File: config.mk
export PLATFORM = sky130hd
export DESIGN_NAME = fmc_controller
export DESIGN_NICKNAME = d
export VERILOG_FILES = /design/src/rtl/fmc_pkg.sv /design/src/rtl/fmc_decoder.sv /design/src/rtl/fmc_controller.sv
export SDC_FILE = /design/constraint.sdc
export NUM_CORES = 1
export LEC_CHECK = 0
export BUFFER_PORTS_ARGS = -buffer_cell sky130_fd_sc_hd__buf_2
export CAP_MARGIN = 20
export CORE_MARGIN = 3
export CORE_UTILIZATION = 40
export DETAILED_ROUTE_END_ITERATION = 10
export PLACE_DENSITY = 0.63
export SLEW_MARGIN = 10
export SYNTH_ARGS = -nofsm -noshare
export SYNTH_HDL_FRONTEND = slang
export SYNTH_SLANG_ARGS = --single-unit
File: constraint.sdc
create_clock -name clock -period 3.88 [get_ports clock]
set_clock_uncertainty 0.2 [all_clocks]
set_input_delay 0.194 -clock clock [delete_from_list [all_inputs] [get_ports clock]]
set_output_delay 0.194 -clock clock [all_outputs]
set_load 0.02 [all_outputs]
File: src/rtl/fmc_pkg.sv
// Shared constants and types for the multi-cycle RV32I-subset sequencer.
// Opcodes, 4-bit ALU encoding, FSM states and instruction classes.
package fmc_pkg;

    localparam logic [6:0] OP_R    = 7'b0110011;
    localparam logic [6:0] OP_I    = 7'b0010011;
    localparam logic [6:0] OP_LD   = 7'b0000011;
    localparam logic [6:0] OP_ST   = 7'b0100011;
    localparam logic [6:0] OP_BR   = 7'b1100011;
    localparam logic [6:0] OP_JALR = 7'b1100111;
    localparam logic [6:0] OP_JAL  = 7'b1101111;

    localparam logic [3:0] ALU_ADD  = 4'd0;
    localparam logic [3:0] ALU_SUB  = 4'd1;
    localparam logic [3:0] ALU_AND  = 4'd2;
    localparam logic [3:0] ALU_OR   = 4'd3;
    localparam logic [3:0] ALU_XOR  = 4'd4;
    localparam logic [3:0] ALU_SLL  = 4'd5;
    localparam logic [3:0] ALU_SRL  = 4'd6;
    localparam logic [3:0] ALU_SRA  = 4'd7;
    localparam logic [3:0] ALU_SLT  = 4'd8;
    localparam logic [3:0] ALU_SLTU = 4'd9;

    typedef enum logic [2:0] {
        ST_BOOT, ST_FETCH, ST_EXEC, ST_MEM, ST_TRAP
    } state_t;

    typedef enum logic [2:0] {
        CL_ALU, CL_LOAD, CL_STORE, CL_BRANCH, CL_JUMP, CL_ILL
    } iclass_t;

    function automatic logic [3:0] alu_sel(
        input logic [2:0] f3,
        input logic       alt
    );
        logic [3:0] r;
        r = ALU_ADD;
        unique case (f3)
            3'b000: r = alt ? ALU_SUB : ALU_ADD;
            3'b001: r = ALU_SLL;
            3'b010: r = ALU_SLT;
            3'b011: r = ALU_SLTU;
            3'b100: r = ALU_XOR;
            3'b101: r = alt ? ALU_SRA : ALU_SRL;
            3'b110: r = ALU_OR;
            3'b111: r = ALU_AND;
            default: r = ALU_ADD;
        endcase
        return r;
    endfunction

endpackage

File: src/rtl/fmc_decoder.sv
// Combinational decode of the instruction register into ALU controls,
// an instruction class and the branch-taken outcome.
module fmc_decoder
    import fmc_pkg::*;
(
    input  logic [31:0] ir,
    input  logic        zero,
    input  logic        lsb,
    output logic [3:0]  alu_ctl,
    output logic        src_a,
    output logic        src_b,
    output iclass_t     cls,
    output logic        taken
);

    logic [6:0] opcode;
    logic [2:0] f3;
    logic       f7b;
    logic       unused;

    assign opcode = ir[6:0];
    assign f3     = ir[14:12];
    assign f7b    = ir[30];
    assign unused = ^{ir[31], ir[29:15], ir[11:7]};

    always_comb begin
        alu_ctl = ALU_ADD;
        src_a   = 1'b1;
        src_b   = 1'b0;
        cls     = CL_ILL;
        taken   = 1'b0;
        unique case (1'b1)
            opcode == OP_R: begin
                cls     = CL_ALU;
                alu_ctl = alu_sel(f3, f7b);
            end
            opcode == OP_I: begin
                cls     = CL_ALU;
                src_b   = 1'b1;
                alu_ctl = alu_sel(f3, f7b && f3 == 3'b101);
            end
            opcode == OP_LD: begin
                cls   = CL_LOAD;
                src_b = 1'b1;
            end
            opcode == OP_ST: begin
                cls   = CL_STORE;
                src_b = 1'b1;
            end
            opcode == OP_BR: begin
                // funct3 010/011 have no branch meaning
                if (f3[2:1] != 2'b01) begin
                    cls     = CL_BRANCH;
                    alu_ctl = f3[2] ? (f3[1] ? ALU_SLTU : ALU_SLT)
                                    : ALU_SUB;
                    taken   = (f3[2] ? lsb : zero) ^ f3[0];
                end
            end
            opcode == OP_JALR: begin
                cls   = CL_JUMP;
                src_b = 1'b1;
            end
            opcode == OP_JAL: begin
                cls   = CL_JUMP;
                src_a = 1'b0;
                src_b = 1'b1;
            end
            default: cls = CL_ILL;
        endcase
    end

endmodule

File: src/rtl/fmc_controller.sv
// Multi-cycle sequencer: fetch, decode, dmem access, PC gating,
// handshake watchdog, trap state and retired-instruction counter.
module fmc_controller
    import fmc_pkg::*;
#(
    parameter int WAIT_LIMIT = 256,
    parameter int CNT_W      = 32
) (
    input  logic             clock,
    input  logic             reset_,
    input  logic [31:0]      imem_rdata,
    input  logic             imem_ack,
    output logic             imem_req,
    input  logic             dmem_ack,
    output logic             dmem_req,
    output logic             dmem_we,
    input  logic             zero,
    input  logic             LSb_aluresult,
    output logic [31:0]      instr,
    output logic             pc_en,
    output logic             regwrite,
    output logic             memtoreg,
    output logic             alusrcA,
    output logic             alusrcB,
    output logic [3:0]       aluControl,
    output logic             selBranch,
    output logic             jump,
    output logic             halted,
    output logic             bus_error,
    output logic [CNT_W-1:0] instret
);

    localparam int WW = $clog2(WAIT_LIMIT) + 1;

    state_t        state, nxt;
    logic [31:0]   ir;
    logic [WW-1:0] wcnt;
    logic          berr;
    logic [3:0]    alu_ctl;
    logic          src_a, src_b, taken;
    iclass_t       cls;
    logic          tmo, stall, store;

    fmc_decoder u_dec (
        .ir      (ir),
        .zero    (zero),
        .lsb     (LSb_aluresult),
        .alu_ctl (alu_ctl),
        .src_a   (src_a),
        .src_b   (src_b),
        .cls     (cls),
        .taken   (taken)
    );

    assign tmo   = (wcnt == WW'(WAIT_LIMIT - 1));
    assign store = (cls == CL_STORE);
    assign stall = (state == ST_FETCH && !imem_ack)
                || (state == ST_MEM && !dmem_ack);

    always_comb begin
        nxt = state;
        unique case (state)
            ST_BOOT:  nxt = ST_FETCH;
            ST_FETCH: begin
                if (imem_ack)  nxt = ST_EXEC;
                else if (tmo)  nxt = ST_TRAP;
            end
            ST_EXEC: begin
                unique case (cls)
                    CL_LOAD, CL_STORE: nxt = ST_MEM;
                    CL_ILL:            nxt = ST_TRAP;
                    default:           nxt = ST_FETCH;
                endcase
            end
            ST_MEM: begin
                if (dmem_ack)  nxt = ST_FETCH;
                else if (tmo)  nxt = ST_TRAP;
            end
            ST_TRAP:  nxt = ST_TRAP;
            default:  nxt = ST_TRAP;
        endcase
    end

    always_ff @(posedge clock or negedge reset_) begin
        if (!reset_) begin
            state   <= ST_BOOT;
            ir      <= '0;
            wcnt    <= '0;
            berr    <= 1'b0;
            instret <= '0;
        end else begin
            state <= nxt;
            // counts only unacknowledged cycles of the current wait
            if (stall && nxt == state) wcnt <= wcnt + 1'b1;
            else                       wcnt <= '0;
            if (state == ST_FETCH && imem_ack) ir <= imem_rdata;
            if (stall && tmo) berr <= 1'b1;
            if (pc_en) instret <= instret + 1'b1;
        end
    end

    always_comb begin
        imem_req   = 1'b0;
        dmem_req   = 1'b0;
        dmem_we    = 1'b0;
        pc_en      = 1'b0;
        regwrite   = 1'b0;
        memtoreg   = 1'b0;
        alusrcA    = 1'b0;
        alusrcB    = 1'b0;
        aluControl = ALU_ADD;
        selBranch  = 1'b0;
        jump       = 1'b0;
        unique case (state)
            ST_FETCH: imem_req = 1'b1;
            ST_EXEC: begin
                if (cls != CL_ILL) begin
                    alusrcA    = src_a;
                    alusrcB    = src_b;
                    aluControl = alu_ctl;
                end
                unique case (cls)
                    CL_ALU: begin
                        regwrite = 1'b1;
                        pc_en    = 1'b1;
                    end
                    CL_BRANCH: begin
                        selBranch = taken;
                        pc_en     = 1'b1;
                    end
                    CL_JUMP: begin
                        jump  = 1'b1;
                        pc_en = 1'b1;
                    end
                    CL_LOAD, CL_STORE: begin
                        dmem_req = 1'b1;
                        dmem_we  = store;
                    end
                    default: pc_en = 1'b0;
                endcase
            end
            ST_MEM: begin
                alusrcA    = src_a;
                alusrcB    = src_b;
                aluControl = alu_ctl;
                dmem_req   = 1'b1;
                dmem_we    = store;
                pc_en      = dmem_ack;
                regwrite   = dmem_ack && !store;
                memtoreg   = dmem_ack && !store;
            end
            default: imem_req = 1'b0;
        endcase
    end

    assign instr     = ir;
    assign halted    = (state == ST_TRAP);
    assign bus_error = berr;

endmodule
# == Word level (Yosys, flattened, before mapping) ==
# Cells that the tools add are included.
# totals
register_bits,77
in_bits,38
out_inout_bits,80
word_cells,97
# op_classes
add_sub_neg,2
n_eq_ne,27
muxes,43
n_bitwise,1
n_reduce_logical,19
# op_table
operator,n
$pmux W4 S8,2
$add A32 B1 Y32 const B,1
$mux W1,22
$eq A3 B3 Y1 const B,7
$eq A7 B7 Y1 const B,3
$eq A3 B2 Y1 const B,6
$pmux W3 S5,1
$eq A7 B6 Y1 const B,2
$mux W3,4
$mux W4,3
$pmux W1 S2,6
$pmux W3 S4,1
$pmux W4 S3,1
$add A9 B1 Y9 const B,1
$eq A3 B1 Y1 const B,3
$eq A9 B8 Y1 const B,1
$logic_not A3 Y1,3
$mux W9,1
$pmux W4 S2,1
$eq A7 B2 Y1 const B,1
$eq A7 B5 Y1 const B,1
$logic_and A1 B1 Y1,7
$pmux W3 S2,1
$reduce_or A2 Y1,3
other kinds (8),10

# == Logic depth before layout (Yosys ltp) ==
# Gate-level depths: netlist of run 1.
# logic_depth
depth_word,10
mapped_depth,10
depth_no_buf,10

# == Cells and area by module ==
# A second synthesis of run 1 with hierarchy kept.
# unflattened
cells_unflattened,330
hier_area_um2,3789.9
# modules_own_cells
module,n_inst,cells_per_inst,area_each_um2,seq_area_each_um2
fmc_controller,1,286,3482.1,1926.8
fmc_decoder,1,44,307.8,0.0

# == Worst setup path before layout of run 1 ==
# Ideal clock, no wire load.
# synth_timing
kind,reg-to-output
from,register ir[14] (netlist: instr[14])
to,output port aluControl[0]
t_arrival_ns,2.776
required_time_ns,3.486
slack_ns,0.710
stages_incl_launch_ff,9
n_path_buf,1
cell_sequence,dfrtp_1 > clkbuf_1 > inv_1 > ha_1 > or3b_1 > a21o_1 > nand2_1 > o21bai_1 > a2111oi_0
# synth_via
elab_chain_len,7
word_cells_on_any_way,22
cone_classes,eq/ne: 9; mux: 11; reduce/logical: 2
# synth_rtl
item,line_no,rtl
"start, declared",fmc_controller.sv:36,logic [31:0] ir;
"start signal, assigned",fmc_controller.sv:96,if (state == ST_FETCH && imem_ack) ir <= imem_rdata;
$eq A3 B3 Y1,"fmc_pkg.sv:38, fmc_decoder.sv:40",
$logic_and A1 B1 Y1,fmc_decoder.sv:40,"alu_ctl = alu_sel(f3, f7b && f3 == 3'b101);"
$mux W1,"fmc_pkg.sv:39, fmc_pkg.sv:44",
$pmux W4 S8,fmc_pkg.sv:38,unique case (f3)
$pmux W4 S3,fmc_decoder.sv:32,unique case (1'b1)
$mux W4,fmc_controller.sv:117,if (cls != CL_ILL) begin
$pmux W4 S2 *,fmc_controller.sv:114,unique case (state)
"end, declared",fmc_controller.sv:25,"output logic [3:0] aluControl,"
# Every way passes the cells marked *; elsewhere a longest branch is shown, timed or not.

# == Worst setup path after layout of run 1 ==
# layout_timing
from,register ir[14] (netlist: instr[14])
to,output port aluControl[2]
# layout_via
elab_chain_len,6
word_cells_on_any_way,18
cone_classes,eq/ne: 9; mux: 8; reduce/logical: 1
# layout_rtl
item,line_no,rtl
$ne A2 B1 Y1,fmc_decoder.sv:52,if (f3[2:1] != 2'b01) begin
$mux W3,fmc_decoder.sv:52,
$pmux W3 S5,fmc_decoder.sv:32,
$ne A3 B3 Y1,fmc_controller.sv:117,
$mux W4,fmc_controller.sv:117,
$pmux W4 S2 *,fmc_controller.sv:114,
# Marked as above.

==> flow_summary.html, run 1 <==
<table>
<tr><th>Metric</th><th>Value</th></tr>
<tr><th colspan="2">STA</th></tr>
<tr><td>Finish-stage setup viols</td><td>0</td></tr>
<tr><td>Pins Over Slew Limit</td><td>0</td></tr>
<tr><td>Part of the cycle the worst path needs</td><td>75.95%</td></tr>
<tr><td>Final count of hold timing violations</td><td>0</td></tr>
<tr><td>Final worst setup slack</td><td>933.2 ps</td></tr>
<tr><td>Maximum operating frequency</td><td>339.4 MHz</td></tr>
<tr><td>Final-layout setup total negative slack</td><td>0 ps</td></tr>
<tr><td>Final Critical Period</td><td>2947 ps</td></tr>
<tr><td>Transition time at the pin with the least slew margin</td><td>1001 ps</td></tr>
<tr><td>Slew Limit Headroom</td><td>33.26%</td></tr>
<tr><td>RSZ-0062 raised after global routing</td><td>false</td></tr>
<tr><th colspan="2">Layout</th></tr>
<tr><td>Final standard cell area without fillers</td><td>4930 µm²</td></tr>
<tr><td>Area of the multi-input gates</td><td>1675 µm²</td></tr>
<tr><td>Area growth syn-to-layout</td><td>33.33%</td></tr>
<tr><td>Net count, final</td><td>523</td></tr>
<tr><td>Ant diodes</td><td>0</td></tr>
<tr><td>Flip-flop and latch area</td><td>1927 µm²</td></tr>
<tr><td>Filler Cells Inserted</td><td>787</td></tr>
<tr><td>Proportion of layout cells with a drive suffix above 1</td><td>36.42%</td></tr>
<tr><th colspan="2">Die</th></tr>
<tr><td>Number of top-level design ports</td><td>118</td></tr>
<tr><td>Core Rows</td><td>34</td></tr>
<tr><td>Core Area</td><td>8848 µm²</td></tr>
<tr><td>Area enclosed by the die boundary</td><td>10430 µm²</td></tr>
<tr><td>Die width</td><td>102.1 µm</td></tr>
<tr><td>Initial Util</td><td>41.78%</td></tr>
<tr><td>Vertical die dimension</td><td>102.1 µm</td></tr>
<tr><th colspan="2">Critical path</th></tr>
<tr><td>Crit path DAT</td><td>2550 ps</td></tr>
<tr><td>Ordered cell list for the critical path</td><td>inv_1 -&gt; ha_1 -&gt; or3b_1 -&gt; a21o_1 -&gt; nand2_1 -&gt; o21bai_1 -&gt; nor4_1 -&gt; buf_2</td></tr>
<tr><td>Number of buffers and inverters on the critical path</td><td>2</td></tr>
<tr><td>Crit start category</td><td>flop</td></tr>
<tr><td>WP data required</td><td>3490 ps</td></tr>
<tr><td>Top cell family by delay on the critical path</td><td>simple AND/OR/NAND/NOR gates</td></tr>
<tr><td>Kind of critical path</td><td>flop to output pin</td></tr>
<tr><td>Highest net fanout along the worst path</td><td>10</td></tr>
<tr><td>CP Capture Type</td><td>output pin</td></tr>
<tr><td>Largest stage delay on the critical path</td><td>520 ps</td></tr>
<tr><td>Cell with the biggest individual delay on the critical path</td><td>sky130_fd_sc_hd__dfrtp_1</td></tr>
<tr><th colspan="2">Synthesis</th></tr>
<tr><td>Area of the mapped netlist</td><td>3697 µm²</td></tr>
<tr><td>Top_reg_cell synth</td><td>sky130_fd_sc_hd__dfrtp_1</td></tr>
<tr><td>Share of synthesized registers carrying an async set or reset</td><td>100.0%</td></tr>
<tr><td>Number of storage elements in the synthesis netlist</td><td>77</td></tr>
<tr><td>Unique masters post-synth</td><td>52</td></tr>
<tr><td>Per-instance average area after synthesis</td><td>11.31 µm²</td></tr>
<tr><td>Library cell with the highest instance count after synthesis</td><td>sky130_fd_sc_hd__dfrtp_1</td></tr>
<tr><td>Synthesized Nets</td><td>369</td></tr>
<tr><td>Synth area leaders</td><td>sky130_fd_sc_hd__dfrtp_1, sky130_fd_sc_hd__mux2_2, sky130_fd_sc_hd__xnor2_1</td></tr>
<tr><td>Fraction of post-synthesis cell area in the top cell type by area</td><td>52.12%</td></tr>
<tr><td>Post-synth EDFFs</td><td>0</td></tr>
<tr><td>Instance count of the mapped netlist</td><td>327</td></tr>
<tr><td>Synth warn</td><td>0</td></tr>
<tr><td>Seq/Total Area, Yosys</td><td>52.12%</td></tr>
<tr><td>Ranking of synthesized cells by instance count</td><td>sky130_fd_sc_hd__dfrtp_1, sky130_fd_sc_hd__mux2_2, sky130_fd_sc_hd__nor2_1</td></tr>
<tr><td>Cell type contributing the most total cell area after synthesis</td><td>sky130_fd_sc_hd__dfrtp_1</td></tr>
<tr><th colspan="2">Status</th></tr>
<tr><td>Status</td><td>finished clean</td></tr>
<tr><th colspan="2">Clocking</th></tr>
<tr><td>Setup Buffers After CTS</td><td>0</td></tr>
<tr><td>Number of gates given a new drive strength after cts</td><td>0</td></tr>
<tr><td>Clock Path Buffers</td><td>2</td></tr>
<tr><td>Number of levels in the clock H-tree</td><td>3</td></tr>
<tr><td>Number of clock sinks</td><td>77</td></tr>
<tr><td>Clock tree from TritonCTS</td><td>yes</td></tr>
<tr><td>Root buffer cell</td><td>sky130_fd_sc_hd__clkbuf_8</td></tr>
<tr><td>CTS buffer count</td><td>9</td></tr>
<tr><td>Post-CTS clock slew at the launch and capture registers of the worst setup and hold paths</td><td>80 ps</td></tr>
<tr><td>Clock latency on the worst-skew pair</td><td>350 ps</td></tr>
<tr><th colspan="2">Route</th></tr>
<tr><td>Detailed-routing iteration count for the pre-antenna-repair pass</td><td>4</td></tr>
<tr><td>Via-per-instance ratio</td><td>5.093</td></tr>
<tr><td>DRC violation total after the first TritonRoute iteration</td><td>133</td></tr>
<tr><td>Final wirelength</td><td>9.199 mm</td></tr>
<tr><td>DR DRC count</td><td>0</td></tr>
<tr><td>Routed wirelength normalized by instance count</td><td>15.49 µm</td></tr>
<tr><td>Number of antenna-violating nets in the routed design</td><td>0</td></tr>
<tr><td>Via Count</td><td>3025</td></tr>
<tr><th colspan="2">Flow run</th></tr>
<tr><td>Max-capacitance violation count</td><td>0</td></tr>
<tr><th colspan="2">Place</th></tr>
<tr><td>Place WS</td><td>1349 ps</td></tr>
<tr><td>Last weighted congestion value of the routability-driven placer</td><td>0.7585</td></tr>
<tr><td>Number of I/O port buffers</td><td>117</td></tr>
<tr><td>Placement-stage cell area</td><td>4374 µm²</td></tr>
<tr><td>Half-perimeter wire length after placement</td><td>6.214 mm</td></tr>
<tr><th colspan="2">Global routing</th></tr>
<tr><td>Number of antenna violations at the first check in global routing</td><td>0</td></tr>
<tr><td>Number of global-route vias before repair</td><td>3101</td></tr>
<tr><td>Global-route congestion overflow total</td><td>0</td></tr>
<tr><td>Maximum number of pins on one net before global-route repair</td><td>78</td></tr>
<tr><td>Total Routing Usage GR</td><td>18.38%</td></tr>
<tr><td>Wire length of the first global-routing pass</td><td>15.15 mm</td></tr>
<tr><th colspan="2">Min path</th></tr>
<tr><td>Type of the most critical hold path</td><td>input pin to flop</td></tr>
<tr><th colspan="2">Power and ir drop</th></tr>
<tr><td>Leakage</td><td>2.620 nW</td></tr>
<tr><td>Worst VDD drop</td><td>161.5 µV</td></tr>
<tr><td>Pwr dens</td><td>314.1 nW/µm²</td></tr>
</table>
-- tightest hold or removal path, stage by stage --
cell                      delay [ps]
sky130_fd_sc_hd__buf_2           130
sky130_fd_sc_hd__nor2_1           50
sky130_fd_sc_hd__a21oi_1         130
sky130_fd_sc_hd__o21ai_0          80
-- registers in the layout (all words and copies together) (netlist names) --
signal     count
instret       32
bus_error      1
instr         32
state          3
wcnt           9
-- path summary, 6_finish.rpt --
path / slack, ps / cells after the start / startpoint / endpoint
max: 930 / 8 / instr[14] / aluControl[2]
min reg2reg: 260 / 1 / bus_error / bus_error
max reg2reg: 1410 / 7 / instr[14] / instret[31]
max in group asynchronous: 2470 / 2 / reset_ / instret[2]
min in group asynchronous: 350 / 2 / reset_ / wcnt[6]
min: 80 / 4 / dmem_ack / state[1]
-- per-layer routing --
layer / part of all wire, % / GRT usage, %
met1: 45 / 23.66
met2: 50 / 30.58
met3: 3.8 / 3.140
met4: 2.0 / 7.871
met5: 0 / 0
-- cell families (layout without fill, tap and decap cells) --
kind of cell             Yosys count  in the layout  synth area share, %
adder cells (fa/ha/maj)            4              4                1.354
AND/OR/NAND/NOR                  127            127                19.29
AO/OA/AOI/OAI                     31             31                6.261
buffers and inverters             19            178                2.572
flip-flops                        77             77                52.12
XOR/XNOR                          38             38                9.002
multiplexers                      31             31                9.408
-- timing repair --
action                     4_1_cts  5_1_grt
setup endpoints to repair        0        0
hold buffers                    33        0
hold endpoints to repair       109        0
-- layout make-up --
type	count	share of cell area (%)
Sequential cell	77	39.09
Tap cell	108	2.741
Clock buffer	12	3.147
Inverter	11	0.8376
Clock inverter	4	1.421
Timing Repair Buffer	151	18.78
Multi-Input combinational cell	231	33.98
-- per-stage QoR --
step / hold slack, ps / util, % / std cells / power, mW
3_5_place_dp: 203.8 / 49.43 / 545 / 0.8547
3_3_place_gp: 197.3 / 49.43 / 545 / 0.8541
6_report: 77.69 / 55.71 / 594 / 1.548
2_1_floorplan: -301.6 / - / 327 / 0.8200
5_1_grt: 96.50 / 55.71 / 594 / 1.614
4_1_cts: 45.98 / 55.71 / 594 / 1.573
-- where the power goes --
| part | internal (mW) | leakage [nW] | switching, mW |
|---|---|---|---|
| clock | 0.396 | 0.116 | 0.288 |
| sequential | 0.802 | 1.03 | 0 |
| combinational | 0.0361 | 1.47 | 0.0268 |
-- placed cells by master (no fill, tap or decap), types with 11 or more instances in the layout --
cell / count
sky130_fd_sc_hd__buf_2: 116
sky130_fd_sc_hd__dlygate4sd3_1: 33
sky130_fd_sc_hd__clkbuf_8: 11
sky130_fd_sc_hd__nor2_1: 30
sky130_fd_sc_hd__xor2_1: 18
sky130_fd_sc_hd__dfrtp_1: 77
sky130_fd_sc_hd__nand3_1: 14
sky130_fd_sc_hd__xnor2_1: 20
sky130_fd_sc_hd__nand2_1: 21
sky130_fd_sc_hd__mux2_2: 30
No activity file was read; power rests on OpenSTA's default activity.
==> inputs of run 2 (changes only) <==
PLACE_DENSITY = 0.66   (was 0.63)
clock period = 2.4 ns   (was 3.88 ns; I/O delays follow)
==> flow_summary.html, run 2 (same netlist as run 1, synthesis figures left out) <==
<table>
<tr><th>Metric</th><th>Value</th></tr>
<tr><th colspan="2">Status</th></tr>
<tr><td>Status</td><td>complete, but fails checks</td></tr>
<tr><td>Violated checks</td><td>negative setup slack</td></tr>
<tr><th colspan="2">Route</th></tr>
<tr><td>DR DRC count</td><td>0</td></tr>
<tr><td>Routed wirelength normalized by instance count</td><td>14.64 µm</td></tr>
<tr><td>Final wirelength</td><td>8.901 mm</td></tr>
<tr><td>DRC violation total after the first TritonRoute iteration</td><td>89</td></tr>
<tr><td>Via-per-instance ratio</td><td>5.058</td></tr>
<tr><td>Number of antenna-violating nets in the routed design</td><td>0</td></tr>
<tr><td>Detailed-routing iteration count for the pre-antenna-repair pass</td><td>4</td></tr>
<tr><td>Via Count</td><td>3075</td></tr>
<tr><th colspan="2">Place</th></tr>
<tr><td>Last weighted congestion value of the routability-driven placer</td><td>0.8698</td></tr>
<tr><td>Place WS</td><td>158.6 ps</td></tr>
<tr><td>Number of I/O port buffers</td><td>117</td></tr>
<tr><td>Dpl cells</td><td>553</td></tr>
<tr><td>Half-perimeter wire length after placement</td><td>6.374 mm</td></tr>
<tr><td>Placement-stage cell area</td><td>4511 µm²</td></tr>
<tr><th colspan="2">STA</th></tr>
<tr><td>Pins Over Slew Limit</td><td>0</td></tr>
<tr><td>Finish-stage setup viols</td><td>2</td></tr>
<tr><td>Part of the cycle the worst path needs</td><td>101.1%</td></tr>
<tr><td>Final Critical Period</td><td>2426 ps</td></tr>
<tr><td>Final worst setup slack</td><td>-25.58 ps</td></tr>
<tr><td>Final count of hold timing violations</td><td>0</td></tr>
<tr><td>Maximum operating frequency</td><td>412.3 MHz</td></tr>
<tr><td>Slew Limit Headroom</td><td>69.58%</td></tr>
<tr><td>RSZ-0062 raised after global routing</td><td>true</td></tr>
<tr><td>Transition time at the pin with the least slew margin</td><td>456.3 ps</td></tr>
<tr><th colspan="2">Clocking</th></tr>
<tr><td>Post-CTS clock slew at the launch and capture registers of the worst setup and hold paths</td><td>80 ps</td></tr>
<tr><td>Number of clock sinks</td><td>77</td></tr>
<tr><td>Clock Path Buffers</td><td>2</td></tr>
<tr><td>CTS buffer count</td><td>9</td></tr>
<tr><td>Clock latency on the worst-skew pair</td><td>350 ps</td></tr>
<tr><td>Root buffer cell</td><td>sky130_fd_sc_hd__clkbuf_8</td></tr>
<tr><td>Clock tree from TritonCTS</td><td>yes</td></tr>
<tr><td>Number of levels in the clock H-tree</td><td>3</td></tr>
<tr><th colspan="2">Critical path</th></tr>
<tr><td>WP data required</td><td>2080 ps</td></tr>
<tr><td>Kind of critical path</td><td>flop to output pin</td></tr>
<tr><td>Crit start category</td><td>flop</td></tr>
<tr><td>CP Capture Type</td><td>output pin</td></tr>
<tr><td>Crit path DAT</td><td>2110 ps</td></tr>
<tr><td>Highest net fanout along the worst path</td><td>2</td></tr>
<tr><td>Cell depth of the worst flop-to-flop path</td><td>6</td></tr>
<tr><th colspan="2">Global routing</th></tr>
<tr><td>Maximum number of pins on one net before global-route repair</td><td>44</td></tr>
<tr><td>Number of global-route vias before repair</td><td>3081</td></tr>
<tr><td>Global-route congestion overflow total</td><td>0</td></tr>
<tr><td>Number of antenna violations at the first check in global routing</td><td>0</td></tr>
<tr><td>Wire length of the first global-routing pass</td><td>14.55 mm</td></tr>
<tr><td>Total Routing Usage GR</td><td>17.71%</td></tr>
<tr><th colspan="2">Layout</th></tr>
<tr><td>Utilization after layout</td><td>58.46%</td></tr>
<tr><td>Most frequent cells in the layout</td><td>sky130_fd_sc_hd__buf_2, sky130_fd_sc_hd__dfrtp_1, sky130_fd_sc_hd__dlygate4sd3_1</td></tr>
<tr><td>Filler Cells Inserted</td><td>779</td></tr>
<tr><td>Most common library cell in the layout ignoring fill and taps</td><td>sky130_fd_sc_hd__buf_2</td></tr>
<tr><td>Final instance count without filler cells</td><td>608</td></tr>
<tr><td>Final standard cell area without fillers</td><td>5172 µm²</td></tr>
<tr><td>Area of the multi-input gates</td><td>1774 µm²</td></tr>
<tr><td>Ant diodes</td><td>0</td></tr>
<tr><td>Net count, final</td><td>537</td></tr>
<tr><td>Flip-flop and latch area</td><td>1929 µm²</td></tr>
<tr><td>Area growth syn-to-layout</td><td>39.90%</td></tr>
<tr><td>Proportion of layout cells with a drive suffix above 1</td><td>41.40%</td></tr>
<tr><th colspan="2">Min path</th></tr>
<tr><td>Type of the most critical hold path</td><td>input pin to flop</td></tr>
<tr><td>Hold Path Stages</td><td>4</td></tr>
<tr><th colspan="2">Die</th></tr>
<tr><td>Initial Util</td><td>41.78%</td></tr>
<tr><td>Core Rows</td><td>34</td></tr>
<tr><td>Vertical die dimension</td><td>102.1 µm</td></tr>
<tr><td>Number of top-level design ports</td><td>118</td></tr>
<tr><td>Die width</td><td>102.1 µm</td></tr>
<tr><td>Core Area</td><td>8848 µm²</td></tr>
<tr><td>Area enclosed by the die boundary</td><td>10430 µm²</td></tr>
<tr><th colspan="2">Power and ir drop</th></tr>
<tr><td>Pwr dens</td><td>473.2 nW/µm²</td></tr>
<tr><td>Worst VDD drop</td><td>289.1 µV</td></tr>
<tr><td>Leakage</td><td>2.678 nW</td></tr>
<tr><td>Power Total</td><td>2.448 mW</td></tr>
<tr><th colspan="2">Flow run</th></tr>
<tr><td>Max-capacitance violation count</td><td>0</td></tr>
</table>
[run 2: cell count changes in the layout (fill, tap and decap cells not counted), sizes merged]
cell / change
clkinv: -1
clkbuf: -3
inv: +5
buf: +14
bufinv: -1
[run 2: power breakdown]
group	switching (mW)	internal (mW)
clock	0.540	0.508
sequential	0	1.30
combinational	0.0421	0.0616
[run 2: layout make-up]
type / count / area share (%)
Sequential cell: 77 / 37.30
Clock inverter: 7 / 1.693
Inverter: 11 / 0.7983
Timing Repair Buffer: 165 / 20.90
Tap cell: 108 / 2.612
Clock buffer: 9 / 2.395
Multi-Input combinational cell: 231 / 34.30
[run 2: critical path: stages, from the launching register on]
cell and delay [ps]:
sky130_fd_sc_hd__dfrtp_1 390, sky130_fd_sc_hd__ha_2 180, sky130_fd_sc_hd__or3b_1 350, sky130_fd_sc_hd__a21o_1 190, sky130_fd_sc_hd__nand2_2 100, sky130_fd_sc_hd__o21bai_4 80, sky130_fd_sc_hd__a2111oi_4 280, sky130_fd_sc_hd__buf_4 190
[run 2: worst paths after layout]
path / slack (ps) / end / startpoint
worst min register to register: 280 / instret[31] / instret[31]
min in group asynchronous: 50 / instr[23] / reset_
worst max register to register: 210 / instret[20] / instr[13]
worst max-delay path: -30 / aluControl[0] / instr[13]
worst min-delay path: 30 / state[1] / dmem_ack
max in group asynchronous: 1370 / instr[12] / reset_
[run 2: layer usage]
layer	vias up	global-route usage [%]	share of wire [%]
met5	-	0	0
met4	0	6.862	1.9
met3	16	3.276	5.1
met2	94	28.69	48
met1	1481	23.66	45
li1	1484	-	-
[run 2: repair_timing]
action / 4_1_cts / 5_1_grt
gates resized for setup: 10 / 10
pin swaps: 3 / 1
gates cloned: 0 / 0
hold buffers: 33 / 0
endpoints found under the setup margin: 9 / 8
buffers inserted: 2 / 4
hold endpoints to repair: 109 / 0
[run 2: metrics by stage]
stage / hold WS, ps / TNS [ps]
2_1_floorplan: -375.6 / 0
3_3_place_gp: -97.11 / 0
3_5_place_dp: -98.52 / 0
4_1_cts: 2.363 / -14.20
5_1_grt: 30.97 / -320.4
6_report: 28.78 / -26.52
